[src/rtl/filter_pkg.sv]
// Shared types and constants for the filter engine scheduler.
// Frame lengths, delta-shift encodings and the completed-frame counter width live here.
package filter_pkg;

    typedef enum logic [1:0] {
        StIdle,
        StSample,
        StInterp,
        StFinish
    } state_e;

    localparam int unsigned FRAME_M0 = 2;
    localparam int unsigned FRAME_M1 = 4;

    // Cycles spent in StInterp for a long frame; both frames share one StSample and one StFinish.
    localparam int unsigned INTERP_CYC = FRAME_M1 - FRAME_M0;

    localparam logic [1:0] DSH_NONE = 2'd0;
    localparam logic [1:0] DSH_M0   = 2'd1;
    localparam logic [1:0] DSH_M1   = 2'd2;

    localparam int unsigned FCNT_W = 16;

endpackage

[src/rtl/filter_sched_if.sv]
// Channel-side request/ack bus and engine control strobes of the filter scheduler.
// The slave modport is the scheduler; the master modport is the channel/engine side.
interface filter_sched_if
    import filter_pkg::*;
#(
    parameter int unsigned NCH  = 4,
    parameter int unsigned SELW = $clog2(NCH)
) ();

    logic [NCH-1:0]    req;
    logic [NCH-1:0]    mode;
    logic [NCH-1:0]    ack;
    logic [SELW-1:0]   dp_sel;
    logic              dp_sample;
    logic              dp_interp;
    logic              dp_shift;
    logic [1:0]        dp_dsh;
    logic              busy;
    logic [FCNT_W-1:0] frame_cnt;

    modport master (
        output req, mode,
        input  ack, dp_sel, dp_sample, dp_interp, dp_shift, dp_dsh, busy, frame_cnt
    );

    modport slave (
        input  req, mode,
        output ack, dp_sel, dp_sample, dp_interp, dp_shift, dp_dsh, busy, frame_cnt
    );

endinterface

[src/rtl/rr_arbiter.sv]
// Combinational round-robin arbiter: searches from the channel after ptr, wrapping,
// skipping masked channels. The pointer register is owned by the parent.
module rr_arbiter #(
    parameter int unsigned NCH  = 4,
    parameter int unsigned SELW = $clog2(NCH)
) (
    input  logic [NCH-1:0]  req,
    input  logic [NCH-1:0]  mask,
    input  logic [SELW-1:0] ptr,
    output logic            valid,
    output logic [SELW-1:0] grant
);

    logic [SELW-1:0] idx;

    // Walk from the farthest candidate back to the nearest so the nearest hit wins.
    always_comb begin
        valid = 1'b0;
        grant = '0;
        idx   = '0;
        for (int k = NCH; k > 0; k--) begin
            idx = SELW'((int'(ptr) + k) % int'(NCH));
            if (req[idx] && !mask[idx]) begin
                valid = 1'b1;
                grant = idx;
            end
        end
    end

endmodule

[src/rtl/filter_sched.sv]
// Round-robin scheduler time-sharing one interpolating FIR engine among NCH channels.
// One frame per grant: sample, optional interpolation steps, then a finishing interp+shift+ack.
module filter_sched
    import filter_pkg::*;
#(
    parameter int unsigned NCH  = 4,
    parameter int unsigned SELW = $clog2(NCH)
) (
    input logic         Clock,
    input logic         reset,
    filter_sched_if.slave bus
);

    state_e            state_q, state_d;
    logic [SELW-1:0]   ptr_q, ptr_d;
    logic              mode_q, mode_d;
    logic              icnt_q, icnt_d;
    logic [FCNT_W-1:0] cnt_q, cnt_d;

    logic              arb_valid;
    logic [SELW-1:0]   arb_grant;
    logic [NCH-1:0]    arb_mask;
    logic [NCH-1:0]    cur_onehot;

    assign cur_onehot = NCH'(1) << ptr_q;
    // The finishing channel sits out the arbitration that picks its successor.
    assign arb_mask   = (state_q == StFinish) ? cur_onehot : '0;

    rr_arbiter #(
        .NCH  (NCH),
        .SELW (SELW)
    ) u_arb (
        .req   (bus.req),
        .mask  (arb_mask),
        .ptr   (ptr_q),
        .valid (arb_valid),
        .grant (arb_grant)
    );

    always_ff @(posedge Clock or negedge reset) begin
        if (!reset) begin
            state_q <= StIdle;
            ptr_q   <= '0;
            mode_q  <= 1'b0;
            icnt_q  <= 1'b0;
            cnt_q   <= '0;
        end else begin
            state_q <= state_d;
            ptr_q   <= ptr_d;
            mode_q  <= mode_d;
            icnt_q  <= icnt_d;
            cnt_q   <= cnt_d;
        end
    end

    always_comb begin
        state_d = state_q;
        ptr_d   = ptr_q;
        mode_d  = mode_q;
        icnt_d  = icnt_q;
        cnt_d   = cnt_q;
        unique case (state_q)
            StIdle: begin
                if (arb_valid) begin
                    state_d = StSample;
                    ptr_d   = arb_grant;
                    mode_d  = bus.mode[arb_grant];
                end
            end
            StSample: begin
                icnt_d  = 1'b0;
                state_d = mode_q ? StInterp : StFinish;
            end
            StInterp: begin
                if (icnt_q == 1'(INTERP_CYC - 1)) begin
                    state_d = StFinish;
                end else begin
                    icnt_d = icnt_q + 1'b1;
                end
            end
            StFinish: begin
                cnt_d = cnt_q + 1'b1;
                if (arb_valid) begin
                    state_d = StSample;
                    ptr_d   = arb_grant;
                    mode_d  = bus.mode[arb_grant];
                end else begin
                    state_d = StIdle;
                end
            end
            default: state_d = StIdle;
        endcase
    end

    // The RR pointer doubles as dp_sel: both hold the last granted channel.
    always_comb begin
        bus.busy      = (state_q != StIdle);
        bus.dp_sample = (state_q == StSample);
        bus.dp_interp = (state_q == StInterp) || (state_q == StFinish);
        bus.dp_shift  = (state_q == StFinish);
        bus.ack       = (state_q == StFinish) ? cur_onehot : '0;
        bus.dp_sel    = ptr_q;
        bus.dp_dsh    = (state_q == StIdle) ? DSH_NONE : (mode_q ? DSH_M1 : DSH_M0);
        bus.frame_cnt = cnt_q;
    end

endmodule

[src/flat_wrapper.sv]
// flat-port wrapper written by rule: the top's interface ports become plain ports
module filter_sched_flat import filter_pkg::*;
#(
    parameter int unsigned NCH  = 4,
    parameter int unsigned SELW = $clog2(NCH)
)
  (Clock, reset, bus_req, bus_mode, bus_ack, bus_dp_sel, bus_dp_sample, bus_dp_interp, bus_dp_shift, bus_dp_dsh, bus_busy, bus_frame_cnt);
  filter_sched_if #(.NCH(NCH), .SELW(SELW)) bus_i ();
  input logic Clock;
  input logic reset;
  input wire logic [$bits(bus_i.req)-1:0] bus_req;
  input wire logic [$bits(bus_i.mode)-1:0] bus_mode;
  output wire logic [$bits(bus_i.ack)-1:0] bus_ack;
  output wire logic [$bits(bus_i.dp_sel)-1:0] bus_dp_sel;
  output wire logic [$bits(bus_i.dp_sample)-1:0] bus_dp_sample;
  output wire logic [$bits(bus_i.dp_interp)-1:0] bus_dp_interp;
  output wire logic [$bits(bus_i.dp_shift)-1:0] bus_dp_shift;
  output wire logic [$bits(bus_i.dp_dsh)-1:0] bus_dp_dsh;
  output wire logic [$bits(bus_i.busy)-1:0] bus_busy;
  output wire logic [$bits(bus_i.frame_cnt)-1:0] bus_frame_cnt;
  assign bus_i.req = bus_req;
  assign bus_i.mode = bus_mode;
  assign bus_ack = bus_i.ack;
  assign bus_dp_sel = bus_i.dp_sel;
  assign bus_dp_sample = bus_i.dp_sample;
  assign bus_dp_interp = bus_i.dp_interp;
  assign bus_dp_shift = bus_i.dp_shift;
  assign bus_dp_dsh = bus_i.dp_dsh;
  assign bus_busy = bus_i.busy;
  assign bus_frame_cnt = bus_i.frame_cnt;
  filter_sched #(.NCH(NCH), .SELW(SELW)) u_core (.Clock(Clock), .reset(reset), .bus(bus_i));
endmodule
[config.mk]
export PLATFORM = sky130hd
export DESIGN_NAME = filter_sched_flat
export DESIGN_NICKNAME = d
export VERILOG_FILES = /design/src/rtl/filter_pkg.sv /design/src/rtl/filter_sched_if.sv /design/src/rtl/rr_arbiter.sv /design/src/rtl/filter_sched.sv /design/src/flat_wrapper.sv
export SDC_FILE = /design/constraint.sdc
export NUM_CORES = 1
export LEC_CHECK = 0
export CAP_MARGIN = 20
export CORE_MARGIN = 4
export CORE_UTILIZATION = 49
export CTS_CLUSTER_DIAMETER = 100
export DETAILED_ROUTE_END_ITERATION = 16
export PLACE_DENSITY_LB_ADDON = 0.2
export SETUP_SLACK_MARGIN = 0.4
export SYNTH_ARGS = -nofsm -noshare
export SYNTH_HDL_FRONTEND = slang
export SYNTH_HIERARCHICAL = 1
export SYNTH_SLANG_ARGS = --single-unit
export TNS_END_PERCENT = 1
[constraint.sdc]
create_clock -name Clock -period 5.6 [get_ports Clock]
set_clock_uncertainty 0.15 [all_clocks]
set_input_delay 0.84 -clock Clock [delete_from_list [all_inputs] [get_ports Clock]]
set_output_delay 0.84 -clock Clock [all_outputs]
set_load 0.005 [all_outputs]
==> impl_metrics.py <==
metrics = {
    "pwr": {
        "switching_share_pct": 35.7,
        "p_int_mw": 0.460,
        "clkPwrFrac_pct": 10.1,
        "total_power_mw": 0.716,
        "switchingPower_mw": 0.256,
        "powerDensity_nw_per_um2": 431,
        "ir_drop_uv": 336,
        "seq_power_share_pct": 37.2,
        "leakagePower_nw": 0.749,
        "comb_power_share_pct": 52.7,
    },
    "placed_design": {
        "portBuffers": 37,
        "place.gp.congestion": 0.733,
        "dpl_cell_area_um2": 1610,
        "dp.cells": 174,
        "pre_cts_ws_ns": 2.66,
        "dp_hpwl_mm": 2.07,
    },
    "yosys": {
        "ys_seq_elements": 22,
        "yosysTopAreaCellShare_pct": 45.5,
        "yosysWarnings": 6,
        "synth_enable_flop_cells": 0,
        "synth_area_um2": 1210,
        "synth_top_cell_by_area": "dfrtp_1",
        "synthArstFlopShare_pct": 100,
        "ys.flop_type": "dfrtp_1",
        "ys_seq_area_share_pct": 45.5,
        "avgSynthCellArea_um2": 11.0,
        "syn-instance-count": 110,
        "synth_area_leaders": "dfrtp_1, ha_1, xor2_1, mux2_2, xnor2_1",
        "synth_nets": 126,
        "synth_cell_type_count": 32,
    },
    "setup_path": {
        "cpPeakStageDelay_ns": 0.56,
        "cp_max_fo": 13,
        "critPathArrivalTime_ns": 2.05,
        "r2r_end": "u_core/mode_q",
        "rr_worst_depth": 7,
        "worstPathCellList": "ha_1 -> nor3b_1 -> clkdlybuf4s50_1",
        "start_kind": "flip-flop",
        "cp_slowest_cell": "clkdlybuf4s50_1",
        "worstReg2RegStart": "u_core/state_q[0]",
        "cp-end-kind": "output port",
        "worst-r2r-setup-slack_ns": 2.84,
        "required_ns": 4.61,
        "path_class": "reg2out",
    },
    "floorplan": {
        "fp.dieArea_um2": 3330,
        "die_h_um": 57.7,
        "die_w_um": 57.7,
        "rows": 17,
        "start_util_pct": 53.2,
        "pin_count": 38,
        "coreArea_um2": 2280,
    },
    "timing": {
        "post-route-min-period_ns": 3.04,
        "max_freq_mhz": 329,
        "whs_ns": 0.341,
        "final-hold-violation-count": 0,
        "tns_ns": 0,
        "setup_viol": 0,
        "rsz0062_at_grt": "no",
        "fin_ws_ns": 2.56,
        "finalMaxSlewViolations": 0,
        "tightest_slew_ns": 0.443,
        "maxSlewHeadroom_pct": 70.5,
        "fin_crit_sh_pct": 54.3,
    },
    "cts": {
        "cts_resized": 0,
        "cts_tree": "built",
        "clk_pin_slew_ns": 0.12,
        "cts_buffer_depth": 2,
        "cts_root_buffer": "clkbuf_4",
        "ctsHoldBuffers": 0,
        "htree_levels": 1,
        "clk_latency_ns": 0.30,
        "cts_inserted_buffers": 3,
        "post_cts_buffers": 0,
        "cts.sinks": 22,
    },
    "finish": {
        "final_common_cell": "clkdlybuf4s50_1",
        "layout.nets": 168,
        "fin_area_um2": 1660,
        "finalNonFillerCells": 178,
        "drive_above_1_share_pct": 9.33,
        "final_cell_mix": "clkdlybuf4s50_1, dfrtp_1, nand3_1, xor2_1, xnor2_1",
        "area_delta_synth_final_pct": 37.3,
        "n_antenna_cell": 0,
        "post-route-util_pct": 73.0,
        "fillers": 174,
    },
    "detailed_routing": {
        "drt-total-wl_mm": 2.76,
        "first_iter_violations": 9,
        "wire_per_inst_um": 15.5,
        "drc": 0,
        "num_vias": 976,
        "detail-route-antenna-nets": 0,
        "first_pass_iters": 4,
        "vias_per_cell": 5.48,
    },
    "global_routing": {
        "track_usage_pct": 17.1,
        "grt_pass1_wl_mm": 4.49,
        "grt_overflow": 0,
        "grt_max_degree": 23,
        "grt_pass1_vias": 1006,
        "antenna_found_initial": 0,
    },
    "hold_path": {
        "hp-start": "u_core/bus.frame_cnt[15]",
        "worstHoldPathCells": 1,
        "hp-class": "reg2reg",
        "holdPathEnd": "u_core/bus.frame_cnt[15]",
    },
    "status": {
        "status": "completed",
    },
    "job": {
        "maxCapViolations": 0,
    },
}
sequential cells by signal, indices dropped and copies added, names as in the netlist:
name                  cells
u_core/bus.dp_sel         2
u_core/bus.frame_cnt     16
u_core/icnt_q             1
u_core/mode_q             1
u_core/state_q            2
critical path: cells and delay by family (launching register included):
family        cells  cell delay [ns]
simple gates      1             0.32
buf+inv           1             0.56
flops             1             0.42
fa+ha+maj         1             0.45
synthesized netlist by cell type (3+ instances only):
cell type / n
xnor2_1: 7
xor2_1: 8
nor2_1: 4
nand3_1: 8
nor4_1: 3
ha_1: 6
nor2b_1: 4
nand2_1: 6
nor3b_1: 4
inv_1: 6
mux2_2: 6
nand2b_1: 3
dfrtp_1: 22
layout make-up:
cell class                      count  area, um^2  share of cell area (%)
Sequential cell                    22         551                    33.1
Timing Repair Buffer               38         398                    23.9
Tap cell                           28        35.0                    2.11
Inverter                            6        22.5                    1.36
Multi-Input combinational cell     81         633                    38.1
Clock buffer                        3        22.5                    1.36
power by group through the flow:
stage          registers, mW  logic (mW)  clock network [mW]
6_report               0.266       0.378              0.0723
5_1_grt                0.276       0.413              0.0838
4_1_cts                0.266       0.380              0.0725
3_5_place_dp           0.269       0.378                   0
3_3_place_gp           0.264       0.364                   0
2_1_floorplan          0.256       0.206                   0
layer usage:
| metal | share of wire, % | routed length [um] | global-route usage, % | up-vias |
|---|---|---|---|---|
| li1 | - | - | - | 473 |
| met1 | 43 | 1170 | 20.6 | 477 |
| met2 | 52 | 1430 | 29.7 | 24 |
| met3 | 5.0 | 137 | 4.01 | 2 |
| met4 | 0.62 | 17 | 5.96 | 0 |
| met5 | 0 | 0 | 0 | - |
logic make-up (layout without fill, tap and decap cells):
group	count (synthesis)	in the layout	synth area share, %
adder cells (fa/ha/maj)	6	6	6.20
XOR/XNOR	15	15	10.9
multiplexers	7	7	7.45
AO/OA/AOI/OAI	8	8	5.17
flip-flops	22	22	45.5
buffers and inverters	7	47	2.17
AND/OR/NAND/NOR	45	45	22.6
how the worst max path moves through the flow:
stage	from	to	slack, ns
2_1_floorplan	u_core/state_q[0]	u_core/mode_q	2.96
3_3_place_gp	bus_req[2]	u_core/mode_q	2.75
3_5_place_dp	bus_req[3]	u_core/mode_q	2.66
4_1_cts	u_core/state_q[0]	bus_ack[0]	2.54
5_1_grt	u_core/state_q[0]	bus_ack[0]	2.42
6_report	u_core/state_q[0]	bus_ack[0]	2.56
(Power assumes the default switching activity.)
